## config.mk

```make
export PLATFORM = sky130hd
export DESIGN_NAME = load_ctrl
export DESIGN_NICKNAME = d
export VERILOG_FILES = /design/src/rtl/load_ctrl_pkg.sv /design/src/rtl/load_ctrl_sign_extend.sv /design/src/rtl/load_ctrl.sv
export SDC_FILE = /design/constraint.sdc
export NUM_CORES = 1
export LEC_CHECK = 0
export BUFFER_PORTS_ARGS = -buffer_cell sky130_fd_sc_hd__buf_2
export CORE_MARGIN = 4
export CORE_UTILIZATION = 33
export CTS_BUF_LIST = sky130_fd_sc_hd__clkbuf_4 sky130_fd_sc_hd__clkbuf_8
export DETAILED_ROUTE_END_ITERATION = 6
export GPL_ROUTABILITY_DRIVEN = 0
export MAX_ROUTING_LAYER = met4
export RECOVER_POWER = 25
export SKIP_LAST_GASP = 1
export SYNTH_ARGS = -nofsm -noshare
export SYNTH_HDL_FRONTEND = slang
export SYNTH_SLANG_ARGS = --single-unit
export TNS_END_PERCENT = 20
```

## constraint.sdc

```tcl
create_clock -name clk -period 2.5 [get_ports clk]
set_clock_uncertainty 0.05 [all_clocks]
set_input_delay 0.125 -clock clk [delete_from_list [all_inputs] [get_ports clk]]
set_output_delay 0.125 -clock clk [all_outputs]
set_load 0.01 [all_outputs]
```

## src/rtl/load_ctrl_pkg.sv

```systemverilog
// rtl/load_ctrl_pkg.sv - shared encodings and helpers for the load-side controller
package load_ctrl_pkg;

    localparam int REG_W        = 64;
    localparam int OP_WIDTH_BUS = 2;

    typedef logic [OP_WIDTH_BUS-1:0] op_width_t;

    localparam op_width_t OP_WIDTH_1_REG = 2'd0;
    localparam op_width_t OP_WIDTH_2_REG = 2'd1;
    localparam op_width_t OP_WIDTH_4_REG = 2'd2;
    localparam op_width_t OP_WIDTH_8_REG = 2'd3;

    typedef enum logic [1:0] {
        LD_IDLE = 2'd0,
        LD_ADDR = 2'd1,
        LD_DATA = 2'd2,
        LD_RESP = 2'd3
    } ld_state_t;

    localparam logic [1:0] AXI_RESP_OKAY  = 2'b00;
    localparam logic [1:0] AXI_BURST_INCR = 2'b01;

    localparam logic [2:0] AXI_SIZE_1 = 3'd0;
    localparam logic [2:0] AXI_SIZE_2 = 3'd1;
    localparam logic [2:0] AXI_SIZE_4 = 3'd2;
    localparam logic [2:0] AXI_SIZE_8 = 3'd3;

    function automatic logic [2:0] width_to_size(input op_width_t w);
        case (w)
            OP_WIDTH_1_REG: width_to_size = AXI_SIZE_1;
            OP_WIDTH_2_REG: width_to_size = AXI_SIZE_2;
            OP_WIDTH_4_REG: width_to_size = AXI_SIZE_4;
            default:        width_to_size = AXI_SIZE_8;
        endcase
    endfunction

    // Low address bits that must be zero for a naturally aligned access.
    function automatic logic [2:0] align_mask(input op_width_t w);
        case (w)
            OP_WIDTH_1_REG: align_mask = 3'b000;
            OP_WIDTH_2_REG: align_mask = 3'b001;
            OP_WIDTH_4_REG: align_mask = 3'b011;
            default:        align_mask = 3'b111;
        endcase
    endfunction

    function automatic logic [REG_W-1:0] zero_extend(input logic [REG_W-1:0] d, input op_width_t w);
        case (w)
            OP_WIDTH_1_REG: zero_extend = {56'd0, d[7:0]};
            OP_WIDTH_2_REG: zero_extend = {48'd0, d[15:0]};
            OP_WIDTH_4_REG: zero_extend = {32'd0, d[31:0]};
            default:        zero_extend = d;
        endcase
    endfunction

endpackage

```

## src/rtl/load_ctrl_sign_extend.sv

```systemverilog
// rtl/load_ctrl_sign_extend.sv - sign-extends the low 1/2/4/8 bytes of a beat to register width
module load_ctrl_sign_extend
    import load_ctrl_pkg::*;
(
    input  logic [REG_W-1:0] data,
    input  op_width_t        width,
    output logic [REG_W-1:0] result
);

    always_comb begin
        result = data;
        case (width)
            OP_WIDTH_1_REG: result = {{56{data[7]}},  data[7:0]};
            OP_WIDTH_2_REG: result = {{48{data[15]}}, data[15:0]};
            OP_WIDTH_4_REG: result = {{32{data[31]}}, data[31:0]};
            default:        result = data;
        endcase
    end

endmodule

```

## src/rtl/load_ctrl.sv

```systemverilog
// rtl/load_ctrl.sv - single-beat AXI4 read engine for core loads with alignment and extension
module load_ctrl
    import load_ctrl_pkg::*;
#(
    parameter int         ADDR_W = 64,
    parameter logic [3:0] AXI_ID = 4'd0
) (
    input  logic              clk,
    input  logic              rst,
    input  logic              req_valid,
    input  logic [ADDR_W-1:0] req_addr,
    input  op_width_t         req_width,
    input  logic              req_unsigned,
    output logic              busy,
    output logic              resp_valid,
    output logic [REG_W-1:0]  resp_data,
    output logic              resp_err,
    output logic              arvalid,
    input  logic              arready,
    output logic [ADDR_W-1:0] araddr,
    output logic [2:0]        arsize,
    output logic [7:0]        arlen,
    output logic [1:0]        arburst,
    output logic [3:0]        arid,
    input  logic              rvalid,
    output logic              rready,
    input  logic [63:0]       rdata,
    input  logic [1:0]        rresp,
    input  logic              rlast,
    input  logic [3:0]        rid
);

    ld_state_t         state_q, state_d;
    logic [ADDR_W-1:0] addr_q;
    op_width_t         width_q;
    logic              unsigned_q;
    logic              err_q;
    logic [REG_W-1:0]  beat_q;
    logic [REG_W-1:0]  sext;
    logic              misaligned;
    logic              accept;
    logic              unused_rlast;

    assign unused_rlast = rlast;
    assign misaligned   = |(req_addr[2:0] & align_mask(req_width));
    assign accept       = (state_q == LD_IDLE) && req_valid;

    always_ff @(posedge clk) begin
        if (!rst) begin
            state_q    <= LD_IDLE;
            addr_q     <= '0;
            width_q    <= OP_WIDTH_1_REG;
            unsigned_q <= 1'b0;
            err_q      <= 1'b0;
            beat_q     <= '0;
        end else begin
            state_q <= state_d;
            if (accept) begin
                addr_q     <= req_addr;
                width_q    <= req_width;
                unsigned_q <= req_unsigned;
                err_q      <= misaligned;
                beat_q     <= '0;
            end
            if ((state_q == LD_DATA) && rvalid) begin
                // Byte lane of the request lands at bit 0; extension discards the upper bytes.
                beat_q <= rdata >> {addr_q[2:0], 3'b000};
                err_q  <= (rresp != AXI_RESP_OKAY) || (rid != AXI_ID);
            end
        end
    end

    always_comb begin
        state_d = state_q;
        case (state_q)
            LD_IDLE: if (req_valid) state_d = misaligned ? LD_RESP : LD_ADDR;
            LD_ADDR: if (arready)   state_d = LD_DATA;
            LD_DATA: if (rvalid)    state_d = LD_RESP;
            LD_RESP:                state_d = LD_IDLE;
            default:                state_d = LD_IDLE;
        endcase
    end

    load_ctrl_sign_extend u_sign_extend (
        .data   (beat_q),
        .width  (width_q),
        .result (sext)
    );

    always_comb begin
        resp_data = '0;
        if ((state_q == LD_RESP) && !err_q) begin
            resp_data = unsigned_q ? zero_extend(beat_q, width_q) : sext;
        end
    end

    assign busy       = accept || (state_q == LD_ADDR) || (state_q == LD_DATA);
    assign resp_valid = (state_q == LD_RESP);
    assign resp_err   = (state_q == LD_RESP) && err_q;
    assign arvalid    = (state_q == LD_ADDR);
    assign rready     = (state_q == LD_DATA);
    assign araddr     = addr_q;
    assign arsize     = width_to_size(width_q);
    assign arlen      = 8'd0;
    assign arburst    = AXI_BURST_INCR;
    assign arid       = AXI_ID;

endmodule

```

==> Flow_metrics.wiki <==
{| class="wikitable"
! Metric !! Value
|-
| Vias in the first global route || 7,473
|-
| Synth Area in Compound Gates || 22.7%
|-
| Mean area per synthesized cell || 8.59 um^2
|-
| Reg clk slew, reported paths || 0.08 ns
|-
| Main combinational cell family by area after synthesis || compound AO/OA/AOI/OAI gates
|-
| Chip Width || 156 um
|-
| Area of the mapped netlist || 7200 um^2
|-
| Pre-CTS setup slack || 0.507 ns
|-
| Slew @ Worst Pin || 0.936 ns
|-
| Total count of max-transition violations in the final report || 0
|-
| Met1 Use GR || 27.1%
|-
| Overall via count from detail_route || 7,413
|-
| Count of input and output buffers || 276
|-
| Count of nets left with antenna violations after detail routing || 0
|-
| Global-route total usage across every layer || 22.4%
|-
| Clock insertion delay at the later pin of the skew report || 0.44 ns
|-
| Setup bufs post-CTS || 0
|-
| Maximum number of pins on one net before global-route repair || 65
|-
| Result of the run || completed
|-
| Effective utilization at floorplan || 33.9%
|-
| Critical path type || flop to output port
|-
| Number of placed cells counting well taps || 1,333
|-
| Cell area power density || 741 nW/um^2
|-
| Global-route wire length before repair || 41,700 um
|-
| Register area share after synthesis || 37.3%
|-
| Async S/R FF share, synth || 0%
|-
| IO Pins || 293
|-
| Area used by sequential logic in the layout || 2680 um^2
|-
| Aggregate negative setup slack || 0 ns
|-
| Number of nets at the end of the flow || 1,301
|-
| CTS sink count || 134
|-
| Upper clock frequency limit || 420 MHz
|-
| Final-report setup violation count || 0
|-
| Pre-Repair DR Iteration Count || 6
|-
| Most frequent cells in the layout || sky130_fd_sc_hd__buf_2, sky130_fd_sc_hd__nand2_1, sky130_fd_sc_hd__dfxtp_1
|-
| Number of remaining DRC errors || 0
|-
| Critical Path AT || 2.21 ns
|-
| Number of H-tree branching levels || 4
|-
| Period utilisation layout || 95.3%
|-
| XOR/XNOR Fraction of Synth Area || 0%
|-
| Drt wl/cell || 18.9 um
|-
| Startpoint of the most critical register-to-register path || state_q[0]
|-
| Lkg Pwr || 0.00381 uW
|-
| Most used routing layer in global routing || met2
|-
| Initial DRC count || 561
|-
| Setup WS post-layout || 0.119 ns
|-
| Endpoint type of the worst setup path || output port
|-
| Endpoint of the lowest-slack register-to-register path || araddr[42]
|-
| Number of filler instances in the final layout || 2,113
|-
| TritonCTS clock tree || built
|-
| Simple-gate portion of the synthesized area || 18.9%
|-
| Worst hold path depth || 3
|-
| Relative slew slack || 37.5%
|-
| Leading cell type in the layout, fill and taps excluded || sky130_fd_sc_hd__buf_2
|-
| Multi-input gate area in the final layout || 4060 um^2
|-
| Depth of the most critical reg-to-reg path || 6
|-
| Number of hold-slack violations in the final timing report || 0
|-
| Adder and majority gate portion of the synthesized area || 0.869%
|-
| Crit Path Max Fanout || 32
|-
| Global-route met2 utilization || 37.3%
|-
| Total Die Area || 24,200 um^2
|-
| Core ar. || 21,200 um^2
|-
| Required arrival time at the worst endpoint || 2.33 ns
|-
| Post-synthesis register bit count || 134
|-
| Met3 global-route usage || 6.05%
|-
| Routed WL || 27,300 um
|-
| Count of placed standard cells in the final layout, fillers left out || 1,445
|-
| Layout cell share with drive strength beyond 1 || 27.5%
|-
| Class of the tightest hold or removal check || input port to flop
|-
| CTS Root Cell || sky130_fd_sc_hd__clkbuf_8
|-
| Setup repair after global routing missed its margin || false
|-
| Period minus WS final || 2.38 ns
|-
| Number of max-cap violations || 0
|-
| Number of vias per cell after detailed routing || 5.13
|-
| Synth unique cells || 45
|-
| Buffers from clock root to sink, at most || 2
|-
| Number of enable-type register cells in the synthesized netlist || 0
|-
| Sort of element at the start of the critical path || flop
|-
| GRT Residual Overflow || 0
|-
| R2R Setup Slk || 0.20 ns
|-
| CTS buffer count || 17
|-
| Number of rows created at floorplan || 53
|-
| Top FF cell, synth || sky130_fd_sc_hd__dfxtp_1
|-
| Die H || 156 um
|-
| Share of synthesized area spent on multiplexers || 13.0%
|-
| Area added between synthesis and finish || 36.7%
|-
| Launch point of the worst hold path || rdata[58]
|-
| Synthesis Warnings || 0
|-
| Final HPWL from detailed placement || 19,200 um
|-
| Maximum resistive drop on vdd || 0.406 mV
|-
| Cell count after synthesis || 838
|-
| Number of antenna violations at the first check in global routing || 4
|-
| Worst-case hold path end point || beat_q[58]
|}
## state kept, by name, indices dropped and copies added (netlist names)
signal and cells:
err_q 1, state_q 2, unsigned_q 1, width_q 2, beat_q 64, araddr 64
## synthesized netlist by cell type (2+ instances only)
| library cell | count | share of area, % |
|---|---|---|
| sky130_fd_sc_hd__a21boi_0 | 67 | 7.0 |
| sky130_fd_sc_hd__a21boi_1 | 17 | 1.8 |
| sky130_fd_sc_hd__a21oi_1 | 57 | 4.0 |
| sky130_fd_sc_hd__a222oi_1 | 32 | 4.4 |
| sky130_fd_sc_hd__a22oi_1 | 33 | 3.4 |
| sky130_fd_sc_hd__and2_1 | 11 | 0.96 |
| sky130_fd_sc_hd__buf_1 | 7 | 0.37 |
| sky130_fd_sc_hd__buf_2 | 24 | 1.7 |
| sky130_fd_sc_hd__buf_4 | 20 | 2.1 |
| sky130_fd_sc_hd__buf_6 | 4 | 0.63 |
| sky130_fd_sc_hd__clkbuf_1 | 38 | 2.0 |
| sky130_fd_sc_hd__conb_1 | 2 | 0.10 |
| sky130_fd_sc_hd__dfxtp_1 | 134 | 37 |
| sky130_fd_sc_hd__ha_1 | 5 | 0.87 |
| sky130_fd_sc_hd__inv_1 | 6 | 0.31 |
| sky130_fd_sc_hd__mux2_2 | 32 | 5.0 |
| sky130_fd_sc_hd__mux2i_1 | 42 | 5.8 |
| sky130_fd_sc_hd__mux4_2 | 7 | 2.2 |
| sky130_fd_sc_hd__nand2_1 | 210 | 11 |
| sky130_fd_sc_hd__nand2b_1 | 2 | 0.17 |
| sky130_fd_sc_hd__nor2_1 | 2 | 0.10 |
| sky130_fd_sc_hd__nor2b_1 | 49 | 4.3 |
| sky130_fd_sc_hd__nor3b_4 | 2 | 0.52 |
| sky130_fd_sc_hd__o211ai_1 | 3 | 0.31 |
| sky130_fd_sc_hd__o21ai_0 | 4 | 0.28 |
| sky130_fd_sc_hd__o2bb2ai_1 | 8 | 0.97 |
| sky130_fd_sc_hd__or3_1 | 2 | 0.17 |
## final cells by class
| class | instances | area share, % |
|---|---|---|
| flip-flops and latches | 134 | 27.3 |
| diodes | 4 | 0.102 |
| clock inverters | 14 | 1.67 |
| repair buffers | 377 | 23.5 |
| inverters | 6 | 0.229 |
| multi-input cells | 617 | 41.2 |
| well taps | 275 | 3.50 |
| clock buffers | 18 | 2.52 |
## worst max-delay path by stage
| stage | start | slack (ns) | end | cells past startpoint |
|---|---|---|---|---|
| final | width_q[1] | 0.12 | resp_data[33] | 6 |
| after global routing | width_q[0] | 0.03 | resp_data[26] | 4 |
| after CTS | width_q[0] | 0.13 | resp_data[25] | 4 |
| after detailed placement | araddr[0] | 0.51 | beat_q[19] | 4 |
| after global placement | araddr[0] | 0.55 | beat_q[20] | 4 |
| after floorplan | state_q[0] | 0.68 | beat_q[24] | 8 |
## repair_timing
item,4_1_cts,5_1_grt
hold buffers,76,0
gates resized for setup,0,0
endpoints found under the hold margin,79,0
endpoints found under the setup margin,0,0
## through the flow
| stage | power (uW) | utilization, % | hold slack [ns] | area [um^2] |
|---|---|---|---|---|
| detailed placement | 5350 | 41.2 | 0.333 | 8750 |
| global route | 7750 | 46.4 | 0.0106 | 9840 |
| floorplan | 4400 | - | 0.220 | 7250 |
| global placement | 5320 | 41.2 | 0.323 | 8750 |
| CTS | 7400 | 46.7 | 0.0112 | 9920 |
| finish | 7300 | 46.4 | 0.0421 | 9840 |
## cells by family (layout without fill, tap and decap cells)
family	Yosys count	in the layout
AOI/OAI and AO/OA	225	225
adders and majority gates	5	5
buffers and inverters	100	415
DFF	134	134
muxes	81	81
other	2	19
and+or+nand+nor	291	291
## where the power goes
group          internal [uW]  switching (uW)
Combinational           1040            1660
Clock                    942             985
Sequential              2440             229
Total                   4430            2870
## routing by layer
layer,vias up,wire (um)
li1,3553,-
met1,3493,11300
met2,332,13200
met3,35,2200
met4,0,561
met5,-,0
## critical path: stages (launching register included)
cell and delay (ns):
sky130_fd_sc_hd__dfxtp_1 0.41, sky130_fd_sc_hd__buf_4 0.28, sky130_fd_sc_hd__and2_1 0.16, sky130_fd_sc_hd__buf_4 0.35, sky130_fd_sc_hd__nand2_1 0.10, sky130_fd_sc_hd__a21oi_1 0.28, sky130_fd_sc_hd__buf_2 0.19
Power figures use the tool's default switching activity.
